===== src/rtl/game_pkg.sv =====
// Shared state encoding and default timing for the whack-a-mole game.
package game_pkg;

   typedef enum logic [2:0] {
      ST_IDLE      = 3'd0,
      ST_COUNTDOWN = 3'd1,
      ST_PLAYING   = 3'd2,
      ST_PAUSED    = 3'd3,
      ST_ROUND_END = 3'd4,
      ST_GAME_OVER = 3'd5
   } state_t;

   localparam int DEF_COUNTDOWN_SEC = 5;
   localparam int DEF_GAME_SEC      = 30;
   localparam int DEF_NUM_ROUNDS    = 3;

   function automatic int max_i(input int a, input int b);
      return (a > b) ? a : b;
   endfunction

endpackage


===== src/rtl/sec_counter.sv =====
// Seconds counter: synchronous clear wins over a counted tick.
module sec_counter #(
   parameter int W = 3
) (
   input  logic         clk,
   input  logic         rst_n,
   input  logic         clear,
   input  logic         enable,
   input  logic         tick,
   output logic [W-1:0] count
);

   always_ff @(posedge clk or negedge rst_n) begin
      if (!rst_n)
         count <= '0;
      else if (clear)
         count <= '0;
      else if (enable && tick)
         count <= count + 1'b1;
   end

endmodule


===== src/rtl/round_control_fsm.sv =====
// Round/game sequencer: countdown, play, pause, per-round scoring, high score.
module round_control_fsm
   import game_pkg::*;
#(
   parameter int COUNTDOWN_SEC = DEF_COUNTDOWN_SEC,
   parameter int GAME_SEC      = DEF_GAME_SEC,
   parameter int NUM_ROUNDS    = DEF_NUM_ROUNDS,
   parameter int SCORE_W       = 8,
   parameter int LEVEL_W       = 2,
   localparam int RND_W        = $clog2(NUM_ROUNDS + 1)
) (
   input  logic               clk,
   input  logic               rst_n,
   input  logic               tick_1hz,
   input  logic               btn_start,
   input  logic               btn_pause,
   input  logic               btn_clear_hs,
   input  logic               btn_level,
   input  logic [LEVEL_W-1:0] level_in,
   input  logic [SCORE_W-1:0] score,
   output logic               enable_score,
   output logic               clear_score,
   output logic               enable_mole_ctrl,
   output logic [LEVEL_W-1:0] level,
   output logic [RND_W-1:0]   round_num,
   output logic [2:0]         state_code,
   output logic [SCORE_W-1:0] display_value,
   output logic [SCORE_W-1:0] total_score,
   output logic [SCORE_W-1:0] high_score
);

   localparam int SEC_W   = $clog2(max_i(COUNTDOWN_SEC, GAME_SEC) + 1);
   localparam int LVL_MAX = (1 << LEVEL_W) - 1;
   localparam logic [SEC_W-1:0]   CD_LAST = SEC_W'(COUNTDOWN_SEC - 1);
   localparam logic [SEC_W-1:0]   GM_LAST = SEC_W'(GAME_SEC - 1);
   localparam logic [SCORE_W-1:0] CD_VAL  = SCORE_W'(COUNTDOWN_SEC);
   localparam logic [RND_W-1:0]   RND_LAST = RND_W'(NUM_ROUNDS);

   state_t             state;
   logic [SEC_W-1:0]   sec;
   logic [RND_W-1:0]   round_q;
   logic [LEVEL_W-1:0] base_lvl;
   logic [SCORE_W-1:0] total_q;
   logic [SCORE_W-1:0] high_q;
   logic [SCORE_W-1:0] score_q;

   logic               pause_ev;
   logic               tick_ev;
   logic               cd_done;
   logic               gm_done;
   logic               sec_clr;
   logic               sec_en;
   logic               idle_like;
   logic [SCORE_W:0]   sum;
   logic [SCORE_W-1:0] total_nxt;
   int                 lvl_sum;

   // start beats pause beats tick; losers are dropped
   always_comb begin
      pause_ev  = !btn_start && btn_pause;
      tick_ev   = !btn_start && !btn_pause && tick_1hz;
      cd_done   = (state == ST_COUNTDOWN) && tick_ev && (sec == CD_LAST);
      gm_done   = (state == ST_PLAYING) && tick_ev && (sec == GM_LAST);
      sec_en    = (state == ST_COUNTDOWN) || (state == ST_PLAYING);
      sec_clr   = btn_start || cd_done || gm_done ||
                  (state == ST_ROUND_END);
      idle_like = (state == ST_IDLE) || (state == ST_GAME_OVER);
      sum       = {1'b0, total_q} + {1'b0, score};
      total_nxt = sum[SCORE_W] ? '1 : sum[SCORE_W-1:0];
   end

   sec_counter #(
      .W(SEC_W)
   ) u_sec (
      .clk   (clk),
      .rst_n (rst_n),
      .clear (sec_clr),
      .enable(sec_en),
      .tick  (tick_ev),
      .count (sec)
   );

   always_ff @(posedge clk or negedge rst_n) begin
      if (!rst_n) begin
         state    <= ST_IDLE;
         round_q  <= RND_W'(1);
         base_lvl <= '0;
         total_q  <= '0;
         high_q   <= '0;
         score_q  <= '0;
      end else begin
         score_q <= score;
         if (idle_like && btn_level)
            base_lvl <= level_in;
         if (idle_like && btn_clear_hs)
            high_q <= '0;
         if (btn_start) begin
            state   <= ST_COUNTDOWN;
            round_q <= RND_W'(1);
            total_q <= '0;
         end else begin
            unique case (state)
               ST_COUNTDOWN: if (cd_done) state <= ST_PLAYING;
               ST_PLAYING: begin
                  if (pause_ev)
                     state <= ST_PAUSED;
                  else if (gm_done)
                     state <= ST_ROUND_END;
               end
               ST_PAUSED: if (pause_ev) state <= ST_PLAYING;
               ST_ROUND_END: begin
                  total_q <= total_nxt;
                  if (round_q == RND_LAST) begin
                     state <= ST_GAME_OVER;
                     if (total_nxt > high_q)
                        high_q <= total_nxt;
                  end else begin
                     round_q <= round_q + 1'b1;
                     state   <= ST_COUNTDOWN;
                  end
               end
               default: ;
            endcase
         end
      end
   end

   always_comb begin
      state_code       = state;
      enable_score     = (state == ST_PLAYING);
      enable_mole_ctrl = (state == ST_PLAYING);
      clear_score      = (state == ST_IDLE) || (state == ST_COUNTDOWN);
      round_num        = round_q;
      total_score      = total_q;
      high_score       = high_q;
      lvl_sum          = int'(base_lvl) + int'(round_q) - 1;
      level            = (lvl_sum > LVL_MAX) ? '1 : LEVEL_W'(lvl_sum);
      unique case (state)
         ST_IDLE:      display_value = '0;
         ST_COUNTDOWN: display_value = CD_VAL - SCORE_W'(sec);
         ST_PLAYING,
         ST_PAUSED:    display_value = score_q;
         default:      display_value = total_q;
      endcase
   end

endmodule


===== config.mk =====
export PLATFORM = sky130hd
export DESIGN_NAME = round_control_fsm
export DESIGN_NICKNAME = d
export VERILOG_FILES = /design/src/rtl/game_pkg.sv /design/src/rtl/sec_counter.sv /design/src/rtl/round_control_fsm.sv
export SDC_FILE = /design/constraint.sdc
export NUM_CORES = 1
export LEC_CHECK = 0
export CAP_MARGIN = 20
export CORE_MARGIN = 3
export CORE_UTILIZATION = 47
export CTS_CLUSTER_DIAMETER = 60
export DETAILED_ROUTE_END_ITERATION = 16
export DONT_BUFFER_PORTS = 1
export GPL_ROUTABILITY_DRIVEN = 0
export SYNTH_ARGS = -nofsm -noshare
export SYNTH_HDL_FRONTEND = slang
export SYNTH_SLANG_ARGS = --single-unit

===== constraint.sdc =====
create_clock -name clk -period 3.5 [get_ports clk]
set_clock_uncertainty 0.15 [all_clocks]
set_input_delay 0.7 -clock clk [delete_from_list [all_inputs] [get_ports clk]]
set_output_delay 0.7 -clock clk [all_outputs]
set_load 0.1 [all_outputs]

==> After elaboration in Yosys (flattened, before gate mapping) <==
Cells that the tools add are included.
{ "word_totals": {"regBits": 36, "in_bits": 17, "output_inout_bits": 34, "wordCells": 74} }
{ "classes": {"add_sub_neg": 6, "order_cmp": 2, "eq_ne": 12, "muxes": 22, "reduce_logical": 25} }
{ "ops": {"columns": ["operator", "count"], "rows": [
  ["$mux W8", 8],
  ["$pmux W8 S3", 1],
  ["$mux W3", 6],
  ["$pmux W3 S4", 1],
  ["$logic_and A1 B1 Y1", 10],
  ["$mux W5", 2],
  ["$add A8 B8 Y9", 1],
  ["$gt A8 B8 Y1", 1],
  ["$mux W2", 4],
  ["$eq A3 B2 Y1 const B", 2],
  ["$eq A3 B3 Y1 const B", 2],
  ["$logic_or A1 B1 Y1", 6],
  ["$ne A3 B3 Y1 const B", 2],
  ["$sub A3 B5 Y6 const A", 1],
  ["$add A5 B1 Y5 const B", 1],
  ["$eq A5 B3 Y1 const B", 1],
  ["$eq A5 B5 Y1 const B", 1],
  ["$reduce_bool A5 Y1", 1],
  ["$gt A4 B3 Y1 const B", 1],
  ["$ne A4 B2 Y1 const B", 1],
  ["$reduce_and A4 Y1", 1],
  ["$reduce_bool A2 Y1", 2],
  ["$sub A3 B1 Y4 const B", 1],
  ["$add A2 B2 Y3", 1],
  ["8 further kinds", 9]
]} }

==> Logic depth before layout (Yosys ltp) <==
{ "logic_depth": {"ltp_word": 9, "depth_mapped": 15} }

==> Modules after synthesis <==
From an unflattened synthesis, not the netlist that was laid out.
{ "hier_totals": {"hier_cells": 265, "area_unflattened_um2": 2438.6} }
{ "modules_own_cells": {"columns": ["module", "n_inst", "cells_each", "area_per_inst_um2", "seq_area_each_um2"], "rows": [
  ["round_control_fsm", 1, 241, 2202.1, 777.0],
  ["sec_counter", 1, 24, 236.5, 125.1]
]} }

==> Worst setup path before layout <==
No wires, ideal clock.
{ "synth_path": {"path_kind": "reg2out", "start": "register state[0] (netlist: state_code[0])", "end": "output port display_value[2]", "arrival_time_ps": 3923, "slack_ps": -1273, "path_stages_with_launch": 6, "n_path_buf": 2, "cell_sequence": "dfrtp_1 > buf_2 > clkbuf_1 > nor2b_1 > a22oi_1 > o21ai_0"} }
{ "synth_via": {"elab_chain_len": 3, "elab_cells_between_ends": 6, "cone_classes": "eq/ne: 3; mux: 1; reduce/logical: 2"} }
{ "synth_rtl": {"columns": ["element", "line", "source"], "rows": [
  ["start: declaration", "round_control_fsm.sv:39", "state_t state;"],
  ["start signal: assignment", "round_control_fsm.sv:85", "state <= ST_IDLE;"],
  ["start signal: assignment", "round_control_fsm.sv:98", "state <= ST_COUNTDOWN;"],
  ["start signal: assignment", "round_control_fsm.sv:103", "ST_COUNTDOWN: if (cd_done) state <= ST_PLAYING;"],
  ["$eq A3 B2 Y1", "round_control_fsm.sv:138", "unique case (state)"],
  ["$reduce_or A2 Y1", "round_control_fsm.sv:138", null],
  ["$pmux W8 S3 *", "round_control_fsm.sv:138", null],
  ["end: declaration", "round_control_fsm.sv:27", "output logic [SCORE_W-1:0] display_value,"]
]} }
Mark *: on every way between the ends. The rest lies on a longest branch, timed or not.

==> Worst setup path after layout <==
{ "layout_path": {"start": "input port score[0]", "end": "register high_q[4] (netlist: high_score[4])"} }
{ "layout_via": {"elab_chain_len": 7} }
{ "layout_rtl": {"columns": ["element", "line", "source"], "rows": [
  ["start: declaration", "round_control_fsm.sv:20", "input logic [SCORE_W-1:0] score,"],
  ["$add A8 B8 Y9 *", "round_control_fsm.sv:68", "sum = {1'b0, total_q} + {1'b0, score};"],
  ["$mux W8 *", "round_control_fsm.sv:69", "total_nxt = sum[SCORE_W] ? '1 : sum[SCORE_W-1:0];"],
  ["$gt A8 B8 Y1", "round_control_fsm.sv:115", "if (total_nxt > high_q)"],
  ["$mux W8 *", "round_control_fsm.sv:115", null],
  ["$mux W8 *", "round_control_fsm.sv:113", "if (round_q == RND_LAST) begin"],
  ["$mux W8 *", "round_control_fsm.sv:102", "unique case (state)"],
  ["$mux W8 *", "round_control_fsm.sv:97", "if (btn_start) begin"],
  ["end signal: assignment", "round_control_fsm.sv:116", "high_q <= total_nxt;"],
  ["end: declaration", "round_control_fsm.sv:44", "logic [SCORE_W-1:0] high_q;"]
]} }
Marks and branches as above.
A chain may end at the register's enable or synchronous reset.

==> run summary <==
Status - finished clean
Commonest non-fill, non-tap cell in the layout - buf_4
Clk sink count - 36
Switching Fraction - 49.6%
Yosys reg bits - 36
Seq pwr share - 30.4%
TritonRoute pass-1 iters - 4
Clock Latency Late Sink - 0.29 ns
Max-slew violations - 0
Crit-path slowest cell - fa_1
Port Buffers - 0
Die Y - 78.3 um
Crit-path most repeated cell - ha_1
Layout cells sized above 1 - 25.1%
Clock power frac - 18.0%
Area grow syn2layout - 26.2%
First-pass GRT wire length - 9930 um
Count of final setup violators - 0
Syn avg cell area - 8.81 um^2
Post-Route WL - 6030 um
Max Cap Viol - 0
EDFF count, synth - 0
Final TNS setup - 0 ns
Syn nets - 322
Final #Nets - 365
Final std cells w/o fill - 390
Total GRT Usage - 20.6%
IO Pins - 51
Tmin final - 3.33 ns
Pint - 808 uW
Sw power - 796 uW
Commonest non-fill, non-tap cells in the layout - 39 x buf_4, 30 x nand2_1, 29 x dfrtp_1
Core ar. - 4880 um^2
Antenna violations before repair - 0
Worst Setup Start Kind - input port
Main synth FF type - dfrtp_1
Post-route DRC - 0
DR vias/cell - 5.39
CTS tree - yes
Gate power share - 51.6%
Pwr Density - 517 nW/um^2
Hold WC Path Type - in -> async
Drt wl/cell - 15.5 um
Total die area - 6130 um^2
Cell depth of the worst setup path - 13
Final hold violation count - 0
R2r startpoint - total_score[0]$_DFFE_PN0P_
Synth Instances - 279
Starting DRT DRC Count - 119
Clk root buf - clkbuf_8
Library cells used by synthesis - 47
Clk pin slew, worst setup/hold paths - 0.07 ns
Largest net degree at the start of global routing - 36
Worst EP arrival - 3.39 ns
Dpl cells - 380
Num CTS Buffers - 5
Peak VDD IR - 0.000338 V
Async S/R FF share, synth - 100%
Lkg Pwr - 0.00143 uW
Congestion Overflow GR - 0
Mapped cell area - 2460 um^2
Unrepaired setup endpoints after global routing - false
Max-slew headroom - 57.5%
Vias in the first global route - 2,011
Fillers - 451
CP cell instances - ha_1, fa_1, a211oi_2, nor3b_2, a41o_2, nor3_4, inv_1, ha_1, nand4_1, o21bai_2, a31oi_4, buf_12, mux2i_1
Largest stage delay on the critical path - 0.41 ns
Ratio of final minimum period to clock period - 95.1%
Sequential fraction of the synthesis area - 36.7%
DIE WIDTH - 78.3 um
H-tree depth - 2
FP Rows - 25
Critical path startpoint - score[0]
Register-to-Register Path Depth - 13
Dpl hpwl - 4560 um
Fmax - 0.300 GHz
Final ANT Viol Nets - 0
CP delay by family, top - compound AO/OA/AOI/OAI gates
Worst-path fanout max - 12
Initial Util - 50.4%
Least-Margin Pin Slew - 0.637 ns
Vias - 2,101
Critical path type - in -> reg
CTS max path bufs - 2
Worst path bufs/invs - 2
Min Hold Slack - 0.0806 ns
Crit end category - register
Critical path required time - 3.56 ns
Syn. warnings - 0
Antenna diode count - 0
==> state kept, by name, summed over array words and instances, names as in the netlist <==
register and cells:
base_lvl 2, high_score 8, round_num 2, score_q 8, state_code 3, total_score 8
u_sec.count 5
==> final timing paths <==
kind / to / slack [ns]
max: high_score[4]$_DFF_PN0_ / 0.17
min: u_sec.count[0]$_DFFE_PN0P_ / 0.08
max reg2reg: high_score[4]$_DFF_PN0_ / 0.18
min reg2reg: base_lvl[1]$_DFFE_PN0P_ / 0.40
max in group asynchronous: total_score[5]$_DFFE_PN0P_ / 2.91
min in group clk: score_q[5]$_DFF_PN0_ / 0.28
==> Yosys cell counts (all sizes together) (2+ instances only) <==
cell type	number	area share (%)
nand2	30	4.6
xnor2	4	1.4
a211oi	5	1.7
nand3	6	1.2
inv	28	4.3
nand2b	5	1.3
buf	7	1.9
o211ai	2	0.61
nor2	28	4.4
o21ai	24	5.2
a21o	2	0.61
xor2	8	2.9
nor2b	2	0.51
dfrtp	35	36
a21oi	17	3.5
mux2i	7	2.9
nand4	6	1.5
nand3b	3	0.92
clkbuf	5	0.76
a221o	3	1.2
nor3	5	1.0
a22oi	3	0.92
ha	25	13
nor3b	2	1.3
a31oi	3	1.4
==> through the flow <==
step	power, uW	utilization, %	instance area [um^2]	setup WS (ns)
CTS	1620	62.9	3070	0.151
floorplan	1110	-	2500	-0.357
finish	1600	63.5	3100	0.172
global placement	1300	60.9	2970	-0.0555
global route	1680	63.5	3100	0.0120
detailed placement	1310	60.9	2970	-0.159
==> logic make-up (layout without fill, tap and decap cells) <==
kind of cell | after synthesis | after routing | synth area share (%)
and+or+nand+nor | 92 | 92 | 18.1
buffers and inverters | 40 | 84 | 6.92
DFF | 36 | 36 | 36.7
muxes | 7 | 7 | 2.85
AOI/OAI and AO/OA | 66 | 66 | 17.6
xor gates and xnor gates | 12 | 12 | 4.28
adders and majority gates | 26 | 26 | 13.5
==> final cells by class <==
class	instances	area [um^2]	area share, %
Clock buffer	7	76.3	2.46
Clock inverter	1	5.00	0.161
Inverter	28	105	3.39
Multi-Input combinational cell	203	1450	46.7
Sequential cell	36	910	29.3
Tap cell	67	83.8	2.70
Timing Repair Buffer	48	473	15.3
==> metal layers <==
layer	global-route usage, %	up-vias	part of all wire [%]
li1	-	1049	-
met1	26.2	995	44
met2	34.6	52	50
met3	5.73	5	6.0
met4	5.42	0	0.83
met5	0	-	0
==> power groups by stage <==
stage	sequential [uW]	clock (uW)	combinational, uW
6_report	488	288	828
5_1_grt	492	315	874
4_1_cts	487	302	828
3_5_place_dp	495	0	815
3_3_place_gp	495	0	808
2_1_floorplan	536	0	578
==> repair_timing <==
item / 4_1_cts / 5_1_grt
endpoints found under the setup margin: 0 / 8
buffers inserted: 0 / 1
resized for setup: 0 / 5
hold buffers: 1 / 0
endpoints found under the hold margin: 35 / 0
No activity file was read; power rests on OpenSTA's default activity.
